File: config.mk
export PLATFORM = sky130hd
export DESIGN_NAME = mem_arbiter_flat
export DESIGN_NICKNAME = d
export VERILOG_FILES = /design/src/rtl/mem_arbiter_pkg.sv /design/src/rtl/mem_arbiter_if.sv /design/src/rtl/mem_arbiter_pick.sv /design/src/rtl/mem_arbiter.sv /design/src/flat_wrapper.sv
export SDC_FILE = /design/constraint.sdc
export NUM_CORES = 1
export LEC_CHECK = 0
export BUFFER_PORTS_ARGS = -buffer_cell sky130_fd_sc_hd__buf_2
export CORE_MARGIN = 5
export CORE_UTILIZATION = 37
export CTS_BUF_LIST = sky130_fd_sc_hd__clkbuf_4
export CTS_CLUSTER_DIAMETER = 80
export DETAILED_ROUTE_END_ITERATION = 10
export PLACE_DENSITY = 0.78
export SYNTH_ARGS = -nofsm -noshare
export SYNTH_HDL_FRONTEND = slang
export SYNTH_SLANG_ARGS = --single-unit
File: constraint.sdc
create_clock -name clk_in -period 1.8 [get_ports clk_in]
set_clock_uncertainty 0.1 [all_clocks]
set_input_delay 0.27 -clock clk_in [delete_from_list [all_inputs] [get_ports clk_in]]
set_output_delay 0.27 -clock clk_in [all_outputs]
set_load 0.02 [all_outputs]
File: src/rtl/mem_arbiter_pkg.sv
// rtl/mem_arbiter_pkg.sv - shared encodings for the instruction-fetch / load-store memory arbiter
package mem_arbiter_pkg;

    typedef enum logic [1:0] {
        ST_IDLE       = 2'd0,
        ST_ISSUE_WAIT = 2'd1,
        ST_BUSY       = 2'd2
    } arb_state_e;

    typedef enum logic [1:0] {
        OWN_NONE = 2'd0,
        OWN_IF   = 2'd1,
        OWN_LSB  = 2'd2
    } owner_e;

    localparam logic [1:0] WT_BYTE         = 2'b00;
    localparam logic [1:0] WT_HALF         = 2'b01;
    localparam logic [1:0] WT_WORD         = 2'b10;
    localparam int         WT_UNSIGNED_BIT = 2;

    // Fetches are always a signed word read.
    localparam logic [2:0] WT_FETCH = {1'b0, WT_WORD};

    function automatic logic is_io_region(input logic [1:0] addr_hi, input logic [1:0] io_sel);
        return addr_hi == io_sel;
    endfunction

endpackage

File: src/rtl/mem_arbiter_if.sv
// rtl/mem_arbiter_if.sv - requester, control and memory-controller signals of the arbiter
interface mem_arbiter_if;
    logic        rdy_in;
    logic        rob_clear;
    logic        io_buffer_full;

    logic        if_req;
    logic [31:0] if_addr;
    logic        if_ready;
    logic [31:0] if_data;

    logic        lsb_req;
    logic        lsb_is_write;
    logic [31:0] lsb_addr;
    logic [31:0] lsb_wdata;
    logic [2:0]  lsb_type;
    logic        lsb_ready;
    logic [31:0] lsb_rdata;

    logic        mc_new_task;
    logic        mc_is_write;
    logic [31:0] mc_addr;
    logic [31:0] mc_data_in;
    logic [2:0]  mc_work_type;
    logic [31:0] mc_data_out;
    logic        mc_ready;
    logic        mc_working;

    modport slave (
        input  rdy_in, rob_clear, io_buffer_full,
        input  if_req, if_addr,
        output if_ready, if_data,
        input  lsb_req, lsb_is_write, lsb_addr, lsb_wdata, lsb_type,
        output lsb_ready, lsb_rdata,
        output mc_new_task, mc_is_write, mc_addr, mc_data_in, mc_work_type,
        input  mc_data_out, mc_ready, mc_working
    );

    modport master (
        output rdy_in, rob_clear, io_buffer_full,
        output if_req, if_addr,
        input  if_ready, if_data,
        output lsb_req, lsb_is_write, lsb_addr, lsb_wdata, lsb_type,
        input  lsb_ready, lsb_rdata,
        input  mc_new_task, mc_is_write, mc_addr, mc_data_in, mc_work_type,
        output mc_data_out, mc_ready, mc_working
    );
endinterface

File: src/rtl/mem_arbiter_pick.sv
// rtl/mem_arbiter_pick.sv - two-way round-robin choice between fetch and load/store requesters
module mem_arb_pick
    import mem_arbiter_pkg::*;
(
    input  logic   i_if_cand,
    input  logic   i_lsb_cand,
    input  owner_e i_last_grant,
    output owner_e o_grant
);

    always_comb begin
        o_grant = OWN_NONE;
        if (i_if_cand && i_lsb_cand) begin
            o_grant = (i_last_grant == OWN_LSB) ? OWN_IF : OWN_LSB;
        end else if (i_if_cand) begin
            o_grant = OWN_IF;
        end else if (i_lsb_cand) begin
            o_grant = OWN_LSB;
        end
    end

endmodule

File: src/rtl/mem_arbiter.sv
// rtl/mem_arbiter.sv - single-outstanding-task arbiter between fetch and load/store units
module mem_arbiter
    import mem_arbiter_pkg::*;
#(
    parameter logic [1:0] IO_SEL = 2'b11
) (
    input  logic            clk_in,
    input  logic            rst_in,
    mem_arbiter_if.slave    bus
);

    arb_state_e  r_state;
    arb_state_e  w_state_nxt;
    owner_e      r_owner;
    owner_e      r_last_grant;
    owner_e      w_grant;
    logic        r_is_write;
    logic        r_if_ready;
    logic        r_lsb_ready;
    logic [31:0] r_if_data;
    logic [31:0] r_lsb_rdata;

    logic        w_lsb_io_block;
    logic        w_if_cand;
    logic        w_lsb_cand;
    logic        w_issue;
    logic        w_rd_done;
    logic        w_rd_drop;
    logic        w_wr_done;
    logic        w_done;

    logic        w_mc_new_task;
    logic        w_mc_is_write;
    logic [31:0] w_mc_addr;
    logic [31:0] w_mc_data_in;
    logic [2:0]  w_mc_work_type;

    assign w_lsb_io_block = bus.lsb_is_write && bus.io_buffer_full
                          && is_io_region(bus.lsb_addr[17:16], IO_SEL);

    // A requester whose ready pulse is out this cycle has not yet dropped its
    // request; masking it prevents a duplicate issue of the same access.
    assign w_if_cand  = bus.if_req  && !r_if_ready;
    assign w_lsb_cand = bus.lsb_req && !r_lsb_ready && !w_lsb_io_block;

    mem_arb_pick u_pick (
        .i_if_cand    (w_if_cand),
        .i_lsb_cand   (w_lsb_cand),
        .i_last_grant (r_last_grant),
        .o_grant      (w_grant)
    );

    assign w_issue = rst_in && bus.rdy_in && !bus.rob_clear
                   && (r_state == ST_IDLE) && (w_grant != OWN_NONE);

    // Flushed reads are dropped; stores already sent must still be acknowledged.
    assign w_rd_drop = !r_is_write && bus.rob_clear
                     && ((r_state == ST_ISSUE_WAIT) || (r_state == ST_BUSY));
    assign w_rd_done = (r_state == ST_BUSY) && !r_is_write && bus.mc_ready && !bus.rob_clear;
    assign w_wr_done = (r_state == ST_BUSY) && r_is_write && !bus.mc_working;
    assign w_done    = w_rd_done || w_rd_drop || w_wr_done;

    always_ff @(posedge clk_in or negedge rst_in) begin
        if (!rst_in) begin
            r_state <= ST_IDLE;
        end else if (bus.rdy_in) begin
            r_state <= w_state_nxt;
        end
    end

    always_comb begin
        w_state_nxt = r_state;
        case (r_state)
            ST_IDLE: begin
                if (w_issue) begin
                    w_state_nxt = ST_ISSUE_WAIT;
                end
            end
            ST_ISSUE_WAIT: begin
                w_state_nxt = w_rd_drop ? ST_IDLE : ST_BUSY;
            end
            ST_BUSY: begin
                if (w_done) begin
                    w_state_nxt = ST_IDLE;
                end
            end
            default: w_state_nxt = ST_IDLE;
        endcase
    end

    always_comb begin
        w_mc_new_task  = 1'b0;
        w_mc_is_write  = 1'b0;
        w_mc_addr      = 32'd0;
        w_mc_data_in   = 32'd0;
        w_mc_work_type = 3'd0;
        if (w_issue) begin
            w_mc_new_task = 1'b1;
            if (w_grant == OWN_LSB) begin
                w_mc_is_write  = bus.lsb_is_write;
                w_mc_addr      = bus.lsb_addr;
                w_mc_data_in   = bus.lsb_wdata;
                w_mc_work_type = bus.lsb_type;
            end else begin
                w_mc_addr      = bus.if_addr;
                w_mc_work_type = WT_FETCH;
            end
        end
    end

    always_ff @(posedge clk_in or negedge rst_in) begin
        if (!rst_in) begin
            r_owner      <= OWN_NONE;
            r_last_grant <= OWN_IF;
            r_is_write   <= 1'b0;
            r_if_ready   <= 1'b0;
            r_lsb_ready  <= 1'b0;
            r_if_data    <= 32'd0;
            r_lsb_rdata  <= 32'd0;
        end else if (bus.rdy_in) begin
            r_if_ready  <= 1'b0;
            r_lsb_ready <= 1'b0;
            if (w_issue) begin
                r_owner      <= w_grant;
                r_last_grant <= w_grant;
                r_is_write   <= (w_grant == OWN_LSB) && bus.lsb_is_write;
            end
            if (w_rd_done) begin
                if (r_owner == OWN_LSB) begin
                    r_lsb_ready <= 1'b1;
                    r_lsb_rdata <= bus.mc_data_out;
                end else begin
                    r_if_ready  <= 1'b1;
                    r_if_data   <= bus.mc_data_out;
                end
            end
            if (w_wr_done) begin
                r_lsb_ready <= 1'b1;
            end
            if (w_done) begin
                r_owner    <= OWN_NONE;
                r_is_write <= 1'b0;
            end
        end
    end

    assign bus.mc_new_task  = w_mc_new_task;
    assign bus.mc_is_write  = w_mc_is_write;
    assign bus.mc_addr      = w_mc_addr;
    assign bus.mc_data_in   = w_mc_data_in;
    assign bus.mc_work_type = w_mc_work_type;
    assign bus.if_ready     = r_if_ready;
    assign bus.if_data      = r_if_data;
    assign bus.lsb_ready    = r_lsb_ready;
    assign bus.lsb_rdata    = r_lsb_rdata;

endmodule

File: src/flat_wrapper.sv
// flat-port wrapper written by rule: the top's interface ports become plain ports
module mem_arbiter_flat import mem_arbiter_pkg::*;
#(
    parameter logic [1:0] IO_SEL = 2'b11
)
  (clk_in, rst_in, bus_rdy_in, bus_rob_clear, bus_io_buffer_full, bus_if_req, bus_if_addr, bus_if_ready, bus_if_data, bus_lsb_req, bus_lsb_is_write, bus_lsb_addr, bus_lsb_wdata, bus_lsb_type, bus_lsb_ready, bus_lsb_rdata, bus_mc_new_task, bus_mc_is_write, bus_mc_addr, bus_mc_data_in, bus_mc_work_type, bus_mc_data_out, bus_mc_ready, bus_mc_working);
  mem_arbiter_if bus_i ();
  input  logic clk_in;
  input  logic rst_in;
  input wire logic [$bits(bus_i.rdy_in)-1:0] bus_rdy_in;
  input wire logic [$bits(bus_i.rob_clear)-1:0] bus_rob_clear;
  input wire logic [$bits(bus_i.io_buffer_full)-1:0] bus_io_buffer_full;
  input wire logic [$bits(bus_i.if_req)-1:0] bus_if_req;
  input wire logic [$bits(bus_i.if_addr)-1:0] bus_if_addr;
  output wire logic [$bits(bus_i.if_ready)-1:0] bus_if_ready;
  output wire logic [$bits(bus_i.if_data)-1:0] bus_if_data;
  input wire logic [$bits(bus_i.lsb_req)-1:0] bus_lsb_req;
  input wire logic [$bits(bus_i.lsb_is_write)-1:0] bus_lsb_is_write;
  input wire logic [$bits(bus_i.lsb_addr)-1:0] bus_lsb_addr;
  input wire logic [$bits(bus_i.lsb_wdata)-1:0] bus_lsb_wdata;
  input wire logic [$bits(bus_i.lsb_type)-1:0] bus_lsb_type;
  output wire logic [$bits(bus_i.lsb_ready)-1:0] bus_lsb_ready;
  output wire logic [$bits(bus_i.lsb_rdata)-1:0] bus_lsb_rdata;
  output wire logic [$bits(bus_i.mc_new_task)-1:0] bus_mc_new_task;
  output wire logic [$bits(bus_i.mc_is_write)-1:0] bus_mc_is_write;
  output wire logic [$bits(bus_i.mc_addr)-1:0] bus_mc_addr;
  output wire logic [$bits(bus_i.mc_data_in)-1:0] bus_mc_data_in;
  output wire logic [$bits(bus_i.mc_work_type)-1:0] bus_mc_work_type;
  input wire logic [$bits(bus_i.mc_data_out)-1:0] bus_mc_data_out;
  input wire logic [$bits(bus_i.mc_ready)-1:0] bus_mc_ready;
  input wire logic [$bits(bus_i.mc_working)-1:0] bus_mc_working;
  assign bus_i.rdy_in = bus_rdy_in;
  assign bus_i.rob_clear = bus_rob_clear;
  assign bus_i.io_buffer_full = bus_io_buffer_full;
  assign bus_i.if_req = bus_if_req;
  assign bus_i.if_addr = bus_if_addr;
  assign bus_if_ready = bus_i.if_ready;
  assign bus_if_data = bus_i.if_data;
  assign bus_i.lsb_req = bus_lsb_req;
  assign bus_i.lsb_is_write = bus_lsb_is_write;
  assign bus_i.lsb_addr = bus_lsb_addr;
  assign bus_i.lsb_wdata = bus_lsb_wdata;
  assign bus_i.lsb_type = bus_lsb_type;
  assign bus_lsb_ready = bus_i.lsb_ready;
  assign bus_lsb_rdata = bus_i.lsb_rdata;
  assign bus_mc_new_task = bus_i.mc_new_task;
  assign bus_mc_is_write = bus_i.mc_is_write;
  assign bus_mc_addr = bus_i.mc_addr;
  assign bus_mc_data_in = bus_i.mc_data_in;
  assign bus_mc_work_type = bus_i.mc_work_type;
  assign bus_i.mc_data_out = bus_mc_data_out;
  assign bus_i.mc_ready = bus_mc_ready;
  assign bus_i.mc_working = bus_mc_working;
  mem_arbiter #(.IO_SEL(IO_SEL)) u_core (.clk_in(clk_in), .rst_in(rst_in), .bus(bus_i));
endmodule
-- Yosys cells after proc, flatten, opt, wreduce, memory -nomap -nowiden
Cells that the tools add are included.
- equal/unequal tests: 8
- muxes and demuxes: 26
- bitwise gates (word level): 1
- reductions and logical operators: 35
- operators with widths (kind ; count):
    two-way mux 32 bit ; 4
    logical AND 1 bit ; 18
    two-way mux 2 bit ; 9
    equality test 2 bit, second input constant ; 5
    two-way mux 1 bit ; 10
    AND reduction 3 bit ; 3
    logical NOT 1 bit ; 6
    two-way mux 3 bit ; 2
    one-hot mux 2 bit (3 select lines) ; 1
    != test 2 x 1 -> 1 bit, second input constant ; 2
    AND reduction 2 bit ; 2
    nonzero test 2 bit ; 2
    logical OR 1 bit ; 3
    equality test 2 x 1 -> 1 bit, second input constant ; 1
    logical NOT 2 bit ; 1
    NOT 1 bit ; 1
- register bits after elaboration: 73
- input port bits: 141
- output and inout bits: 135
- logic and storage cells: 78

-- Longest topological paths before layout
Gate-level depths: netlist of run 1.
- word-level depth: 11
- mapped depth: 7
- mapped depth without buffers: 7

-- Cells and area by module
Synthesis of run 1 repeated with hierarchy kept, for this count alone.
- cells, all modules: 349
- area total of the unflattened synthesis: 3824.9 um2
- modules (own cells, without submodules) (module ; times used ; cells each ; area each (um2) ; seq. area each (um2)):
    mem_arbiter ; 1 ; 345 ; 3794.9 ; 1828.0
    mem_arb_pick ; 1 ; 4 ; 30.0 ; 0.0

-- Worst setup path before layout of run 1
OpenSTA, ideal clock, no wires.
- kind: flip-flop to output port
- from: register u_core.r_lsb_ready, in the netlist u_core.bus.lsb_ready
- to: output bus_mc_addr[10]
- arrival time: 1.705 ns
- required time: 1.430 ns
- path slack: -0.275 ns
- cell stages (with the launch flop): 7
- buffers on the path: 2
- cell sequence: dfrtp_1 -> and2b_1 -> nand2_1 -> a21o_1 -> clkbuf_1 -> clkbuf_1 -> a21oi_1
- longest elaborated chain between the ends: 9
- elaborated cells on any way between the ends: 12
- classes of those cells: eq/ne (1); mux (5); reduce/logical (6)
- RTL lines (element ; line ; source):
    start: declaration ; mem_arbiter.sv:19 ; logic r_lsb_ready;
    start signal: assignment ; mem_arbiter.sv:117 ; r_lsb_ready <= 1'b0;
    start signal: assignment ; mem_arbiter.sv:122 ; r_lsb_ready <= 1'b0;
    start signal: assignment ; mem_arbiter.sv:130 ; r_lsb_ready <= 1'b1;
    logical NOT 1 bit * ; mem_arbiter.sv:44 ; assign w_lsb_cand = bus.lsb_req && !r_lsb_ready && !w_lsb_io_block;
    logical AND 1 bit * (2 in a row) ; mem_arbiter.sv:44 ;
    two-way mux 2 bit ; mem_arbiter_pick.sv:17 ; end else if (i_lsb_cand) begin
    two-way mux 2 bit ; mem_arbiter_pick.sv:15 ; end else if (i_if_cand) begin
    two-way mux 2 bit * ; mem_arbiter_pick.sv:13 ; if (i_if_cand && i_lsb_cand) begin
    equality test 2 bit / nonzero test 2 bit (equally long branches) ; mem_arbiter.sv:99, mem_arbiter.sv:54 ;
    two-way mux 32 bit / logical AND 1 bit (equally long branches) ; mem_arbiter.sv:99, mem_arbiter.sv:54 ;
    two-way mux 32 bit * ; mem_arbiter.sv:97 ; if (w_issue) begin
    end: declaration ; flat_wrapper.sv:26 ; output wire logic [$bits(bus_i.mc_addr)-1:0] bus_mc_addr;
Every way passes the cells marked *; elsewhere a longest branch is shown, timed or not.

-- Worst setup path in the final report of run 1
- from: register u_core.r_state[1]
- to: output bus_mc_addr[30]
- longest elaborated chain between the ends: 4
- RTL lines (element ; line ; source):
    start: declaration ; mem_arbiter.sv:12 ; arb_state_e r_state;
    start signal: assignment ; mem_arbiter.sv:67 ; r_state <= w_state_nxt;
    logical NOT 2 bit ; mem_arbiter.sv:54 ; && (r_state == ST_IDLE) && (w_grant != OWN_NONE);
    logical AND 1 bit (2 in a row) ; mem_arbiter.sv:54 ;
    two-way mux 32 bit ; mem_arbiter.sv:97 ;
Every way passes these cells.

==> qor.txt, run 1 <==
Chip Height - 109.0 um
# setup viols final - 137
Final hold vios - 0
Initial DRC Count - 159
CP required - 1.43 ns
Post-route setup TNS - -47.05 ns
Grt ovf - 0
Post-route antenna net violation count - 0
Max-slew headroom - 39.46%
Sequential fraction of the synthesis area - 50.45%
Total number of vias - 4056
Syn_area_per_cell - 10.50 sq um
Mapped Area - 0.003623 sq mm
Max Buffers Root-to-Sink - 2
Worst-margin pin slew - 0.9081 ns
Asr flop ratio synth - 100.0%
Clock transition at path regs - 0.13 ns
Die area - 0.01187 sq mm
Setup CP Type - reg2out
Outcome - finished, violations left
Max Fclk - 412.9 MHz
Nets - 826
Skew-Pair Late Insertion Delay - 0.42 ns
GRT Util Overall - 24.60%
H-Tree Level Count - 3
Clk sinks - 73
Crit path DAT - 2.05 ns
Worst VDD drop - 0.0008604 V
Largest net degree at the start of global routing - 74
EDFF count, synth - 0
DRC - 0
DR WL/cell - 19.21 um
Area of the multi-input gates - 0.002162 sq mm
Failing checks - negative setup slack
CP max stage delay - 0.41 ns
IO Port Bufs - 275
Pins Over Slew Limit - 0
Fill cell count - 640
Initial antenna violation count - 0
NetSw - 2.470 mW
Synthesized flop and latch total - 73
Net Sw Frac - 39.20%
Critical path depth in cells - 7
Io pins - 276
First-pass DRT Iterations - 5
Area grow syn2layout - 90.61%
Leak - 3.595 nW
Syn Nets - 490
Starting density of the core - 37.42%
Final HPWL DP - 10.20 mm
Final worst setup slack - -0.6218 ns
Share of cells above drive strength 1 - 69.24%
Vias per cell - 4.952
Sequential share of power - 37.9%
Max Cap Viol - 0
CP Max Fanout - 7
CP top delay family - compound AO/OA/AOI/OAI gates
Total CTS buffers - 9
CTS tree - yes
Min Tclk post-route - 2.422 ns
Synth Warn # - 0
Comb pwr share - 45.2%
Root buffer cell - clkbuf_4
GP Congestion - 0.8341
# diodes - 0
Cell Chain, Critical Path - inv_2, ha_4, nand4b_1, a21o_4, buf_12, a21oi_4, buf_6
Core ar. - 0.009684 sq mm
Final wirelength - 15.74 mm
Worst path slowest cell - dfrtp_1
Pwr dens - 912.1 mW/mm^2
Post-Syn Instances - 345
Crit. End Element - output port
Clock share of power - 16.8%
HP Class - in2reg
Ys flop type - dfrtp_1
Yosys cell types - 30
Seq. cell area - 0.001829 sq mm
First-pass GRT wire length - 22.49 mm
Worst r2r path cells - 6
Internal power - 3.830 mW
Vias in the first global route - 4391
RSZ-0062 raised after global routing - yes
Final Cycle Share - 134.5%
Fin util - 71.32%
Worst path bufs/invs - 3
Num rows - 36
Die X - 109.0 um
Hold path depth - 3
CP startpoint kind - flop
per-stage QoR:
step                hold WS [ns]  setup slack [ns]  cells  cell area [sq um]  power [mW]
finish                    0.1224           -0.6218    819               6907       6.299
global placement          0.3519           -0.1131    758               5751       4.791
floorplan                -0.1256          -0.04216    345               4108       3.883
detailed placement        0.3572           -0.1391    758               5751       4.897
global route              0.1216           -0.7247    819               6907       6.634
CTS                      0.08098           -0.6041    816               6655       6.181
cell usage after synthesis, types with 2 or more instances:
master	n	share of area (%)
a21o_1	4	0.83
a21oi_1	32	4.4
and2_1	34	5.9
buf_2	5	0.69
buf_4	3	0.62
clkbuf_1	12	1.2
dfrtp_1	72	50
ha_1	4	1.4
inv_1	6	0.62
mux2_2	63	20
mux2i_1	2	0.55
nand2_1	72	7.5
nand2b_1	5	0.86
nand3_1	4	0.55
nor2_1	6	0.62
nor2b_1	3	0.52
o21ai_0	5	0.69
layout by cell type (no fill, tap or decap), drive strengths merged, types with 2 or more instances in the layout:
master       Yosys  layout
buf              8     309
dfrtp           72      72
nand2           72      72
mux2            65      65
and2            34      34
dlygate4sd3      0      33
a21oi           32      32
clkbuf          12      12
nor2             7       7
inv              6       6
nand2b           5       5
o21ai            5       5
nand3            4       4
a21o             4       4
ha               4       4
clkinvlp         0       3
nor2b            3       3
mux2i            2       2
clkinv           0       2
kinds of logic after synthesis:
logic type | Yosys count | share of synthesized area [%]
multiplexers | 67 | 20.86
flip-flops | 73 | 50.45
adder cells (fa/ha/maj) | 4 | 1.381
buffers and inverters | 26 | 3.177
AO/OA/AOI/OAI | 46 | 7.286
AND/OR/NAND/NOR | 129 | 16.85
path summary, 6_finish.rpt:
check	from	end	slack, ns
worst max-delay path	u_core.r_state[1]$_DFFE_PN0P_	bus_mc_addr[30]	-0.62
worst min-delay path	bus_rdy_in	u_core.bus.if_ready$_DFFE_PN0P_	0.12
worst max register to register	u_core.r_state[1]$_DFFE_PN0P_	u_core.r_state[0]$_DFFE_PN0P_	-0.30
worst min register to register	u_core.r_owner[0]$_DFFE_PN0P_	u_core.r_owner[0]$_DFFE_PN0P_	0.38
max in group asynchronous	rst_in	u_core.bus.lsb_ready$_DFFE_PN0P_	0.48
min in group asynchronous	rst_in	u_core.r_state[0]$_DFFE_PN0P_	0.52
per-layer routing:
metal  vias to the layer above  part of all wire [%]  wire length [um]  GRT usage, %
met4                         0                   3.0               466         9.107
met1                      1921                    35              5453         25.79
met3                        49                    10              1592         7.815
met2                       252                    52              8224         45.61
met5                         -                     0                 0             0
li1                       1834                     -                 -             -
what timing repair did:
action	in CTS	in global routing
setup endpoints to repair	137	138
pin swaps	2	3
hold buffers	33	0
resized for setup	85	79
buffers inserted	4	4
cloned	5	1
hold endpoints to repair	65	0
tightest hold or removal path, cell delays in order:
cell	delay (ns)
buf_2	0.15
inv_1	0.08
a21o_1	0.11
power groups by stage:
stage | combinational, mW | sequential [mW] | clock, mW
detailed placement | 2.52 | 2.37 | 0
finish | 2.85 | 2.39 | 1.06
floorplan | 1.02 | 2.86 | 0
global placement | 2.45 | 2.34 | 0
CTS | 2.76 | 2.36 | 1.07
global route | 3.04 | 2.44 | 1.15
registers in the layout, indices dropped and copies added (netlist names):
name and flops:
u_core.bus.lsb_rdata 32, u_core.r_is_write 1, u_core.bus.if_ready 1, u_core.bus.lsb_ready 1, u_core.r_owner 2, u_core.r_last_grant 2
u_core.bus.if_data 32, u_core.r_state 2
final cells by class:
class                   count  share of cell area [%]
repair buffers            345                   37.36
multi-input cells         246                   31.30
flip-flops and latches     73                   26.49
well taps                 133                   2.409
clock buffers              10                   1.087
clock inverters             6                  0.9601
inverters                   6                  0.3986
(Power assumes the default switching activity.)
==> run 2: changes to the inputs <==
- MAX_ROUTING_LAYER: default -> met4
==> run 2 against run 1 <==
Compared with the run above: the run still ends with negative setup slack left; combinational power hardly changed; die area stayed put; wire length is 0.84% higher; global-route usage is 0.69 points higher; largest cell class unchanged; critical path depth unchanged; clock power is essentially flat; via count down 0.69%; non-clock buffer count increased by 2; highest routed layer unchanged.
==> qor.txt, run 2 (synthesis results as in run 1) <==
Min Tclk post-route - 2.425 ns
Num rows - 36
RSZ-0062 raised after global routing - yes
CP Max Fanout - 8
Final Cycle Share - 134.7%
Largest net degree at the start of global routing - 74
Share of cells above drive strength 1 - 69.33%
Worst Setup SP - u_core.r_state[1]$_DFFE_PN0P_
Cell Chain, Critical Path - inv_2, ha_4, nand4b_1, a21o_4, buf_12, a21oi_4, buf_6
Post-Layout Cell Count - 821
Pwr dens - 906.9 mW/mm^2
CP top delay family - compound AO/OA/AOI/OAI gates
Vias in the first global route - 4421
DR WL/cell - 19.33 um
CP startpoint kind - flop
Crit path DAT - 2.06 ns
Root buffer cell - clkbuf_4
Skew-Pair Late Insertion Delay - 0.42 ns
Nets - 828
Core ar. - 0.009684 sq mm
Fin Hold WS - 0.1098 ns
Final wirelength - 15.87 mm
Post-route setup TNS - -46.89 ns
Total number of vias - 4028
# diodes - 0
Initial antenna violation count - 0
Hold Crit Start - bus_rdy_in
Worst VDD drop - 0.0008566 V
Post-placement cell count - 758
Worst r2r src - u_core.r_state[1]$_DFFE_PN0P_
Crit. End Element - output port
Chip Height - 109.0 um
Worst path slowest cell - dfrtp_1
Pins Over Slew Limit - 0
Placed cell area - 0.005751 sq mm
Initial DRC Count - 203
Die X - 109.0 um
Leak - 3.614 nW
Most frequent cells in the layout - buf_2, dfrtp_1, nand2_1
GRT Util Overall - 25.29%
CP required - 1.43 ns
Io pins - 276
Total CTS buffers - 9
CTS tree - yes
Design area - 0.006952 sq mm
Final hold vios - 0
Final HPWL DP - 10.20 mm
H-Tree Level Count - 3
HP Class - in2reg
Grt ovf - 0
Total Power - 6.304 mW
Outcome - finished, violations left
Clk sinks - 73
First-pass GRT wire length - 22.39 mm
CP max stage delay - 0.41 ns
Die area - 0.01187 sq mm
Flop2flop setup slack - -0.30 ns
Clock transition at path regs - 0.13 ns
Max Buffers Root-to-Sink - 2
Fill cell count - 636
Vias per cell - 4.906
Worst path bufs/invs - 3
IO Port Bufs - 275
DRC - 0
# setup viols final - 137
Failing checks - negative setup slack
Area grow syn2layout - 91.85%
Setup CP Type - reg2out
Commonest non-fill, non-tap cell in the layout - buf_2
Final worst setup slack - -0.6252 ns
Worst-margin pin slew - 0.9060 ns
Starting density of the core - 37.42%
Max Fclk - 412.3 MHz
Post-route antenna net violation count - 0
GP Congestion - 0.8469
First-pass DRT Iterations - 4
Max-slew headroom - 39.60%
Max Cap Viol - 0
## run 2: cell count changes in the layout (fill, tap and decap cells not counted)
cell | before | now
clkbuf_16 | 2 | 3
buf_6 | 62 | 64
buf_4 | 31 | 30
buf_8 | 2 | 1
buf_12 | 6 | 7
## run 2: power breakdown
part	internal [mW]	switching, mW	total [mW]
sequential	2.11	0.283	2.39
clock	0.441	0.619	1.06
combinational	1.28	1.57	2.85
total	3.83	2.47	6.30
## run 2: worst paths after layout
kind	to	depth (start not counted)
worst max-delay path	bus_mc_addr[14]	7
worst min-delay path	u_core.bus.if_ready$_DFFE_PN0P_	3
worst max register to register	u_core.r_state[0]$_DFFE_PN0P_	6
worst min register to register	u_core.r_owner[0]$_DFFE_PN0P_	1
max in group asynchronous	u_core.bus.lsb_ready$_DFFE_PN0P_	3
min in group asynchronous	u_core.bus.if_ready$_DFFE_PN0P_	3
## run 2: cell type report
| cell class | count | area, sq um | area share (%) |
|---|---|---|---|
| Clock inverter | 6 | 66.31 | 0.9539 |
| Sequential cell | 73 | 1829 | 26.31 |
| Inverter | 6 | 27.53 | 0.3960 |
| Tap cell | 133 | 166.4 | 2.394 |
| Multi-Input combinational cell | 246 | 2162 | 31.10 |
| Clock buffer | 10 | 75.07 | 1.080 |
| Timing Repair Buffer | 347 | 2625 | 37.76 |
## run 2: metrics by stage
stage          worst slack (ns)  utilization, %
2_1_floorplan          -0.04216               -
5_1_grt                 -0.7218           71.78
3_3_place_gp            -0.1131           59.38
6_report                -0.6252           71.78
4_1_cts                 -0.6041           68.72
3_5_place_dp            -0.1391           59.38
## run 2: worst register-to-register path: cells and delay by family (launching register included)
kind,cells,cell delay (ns)
flip-flops,1,0.41
AO/OA/AOI/OAI,2,0.75
buffers and inverters,1,0.09
multiplexers,1,0.30
AND/OR/NAND/NOR,1,0.23
adder cells (fa/ha/maj),1,0.13
## run 2: metal layers
layer	vias up	track usage [%]	wire (um)
met4	0	9.739	479
met1	1925	26.39	5693
met3	45	6.454	1388
li1	1833	-	-
met5	-	-	0
met2	225	45.53	8308
## run 2: what timing repair did
item | in CTS | in global routing
endpoints found under the setup margin | 137 | 138
buffers inserted | 4 | 5
pin swaps | 2 | 3
endpoints found under the hold margin | 65 | 0
resized for setup | 85 | 78
hold buffers | 33 | 0
cloned | 5 | 2
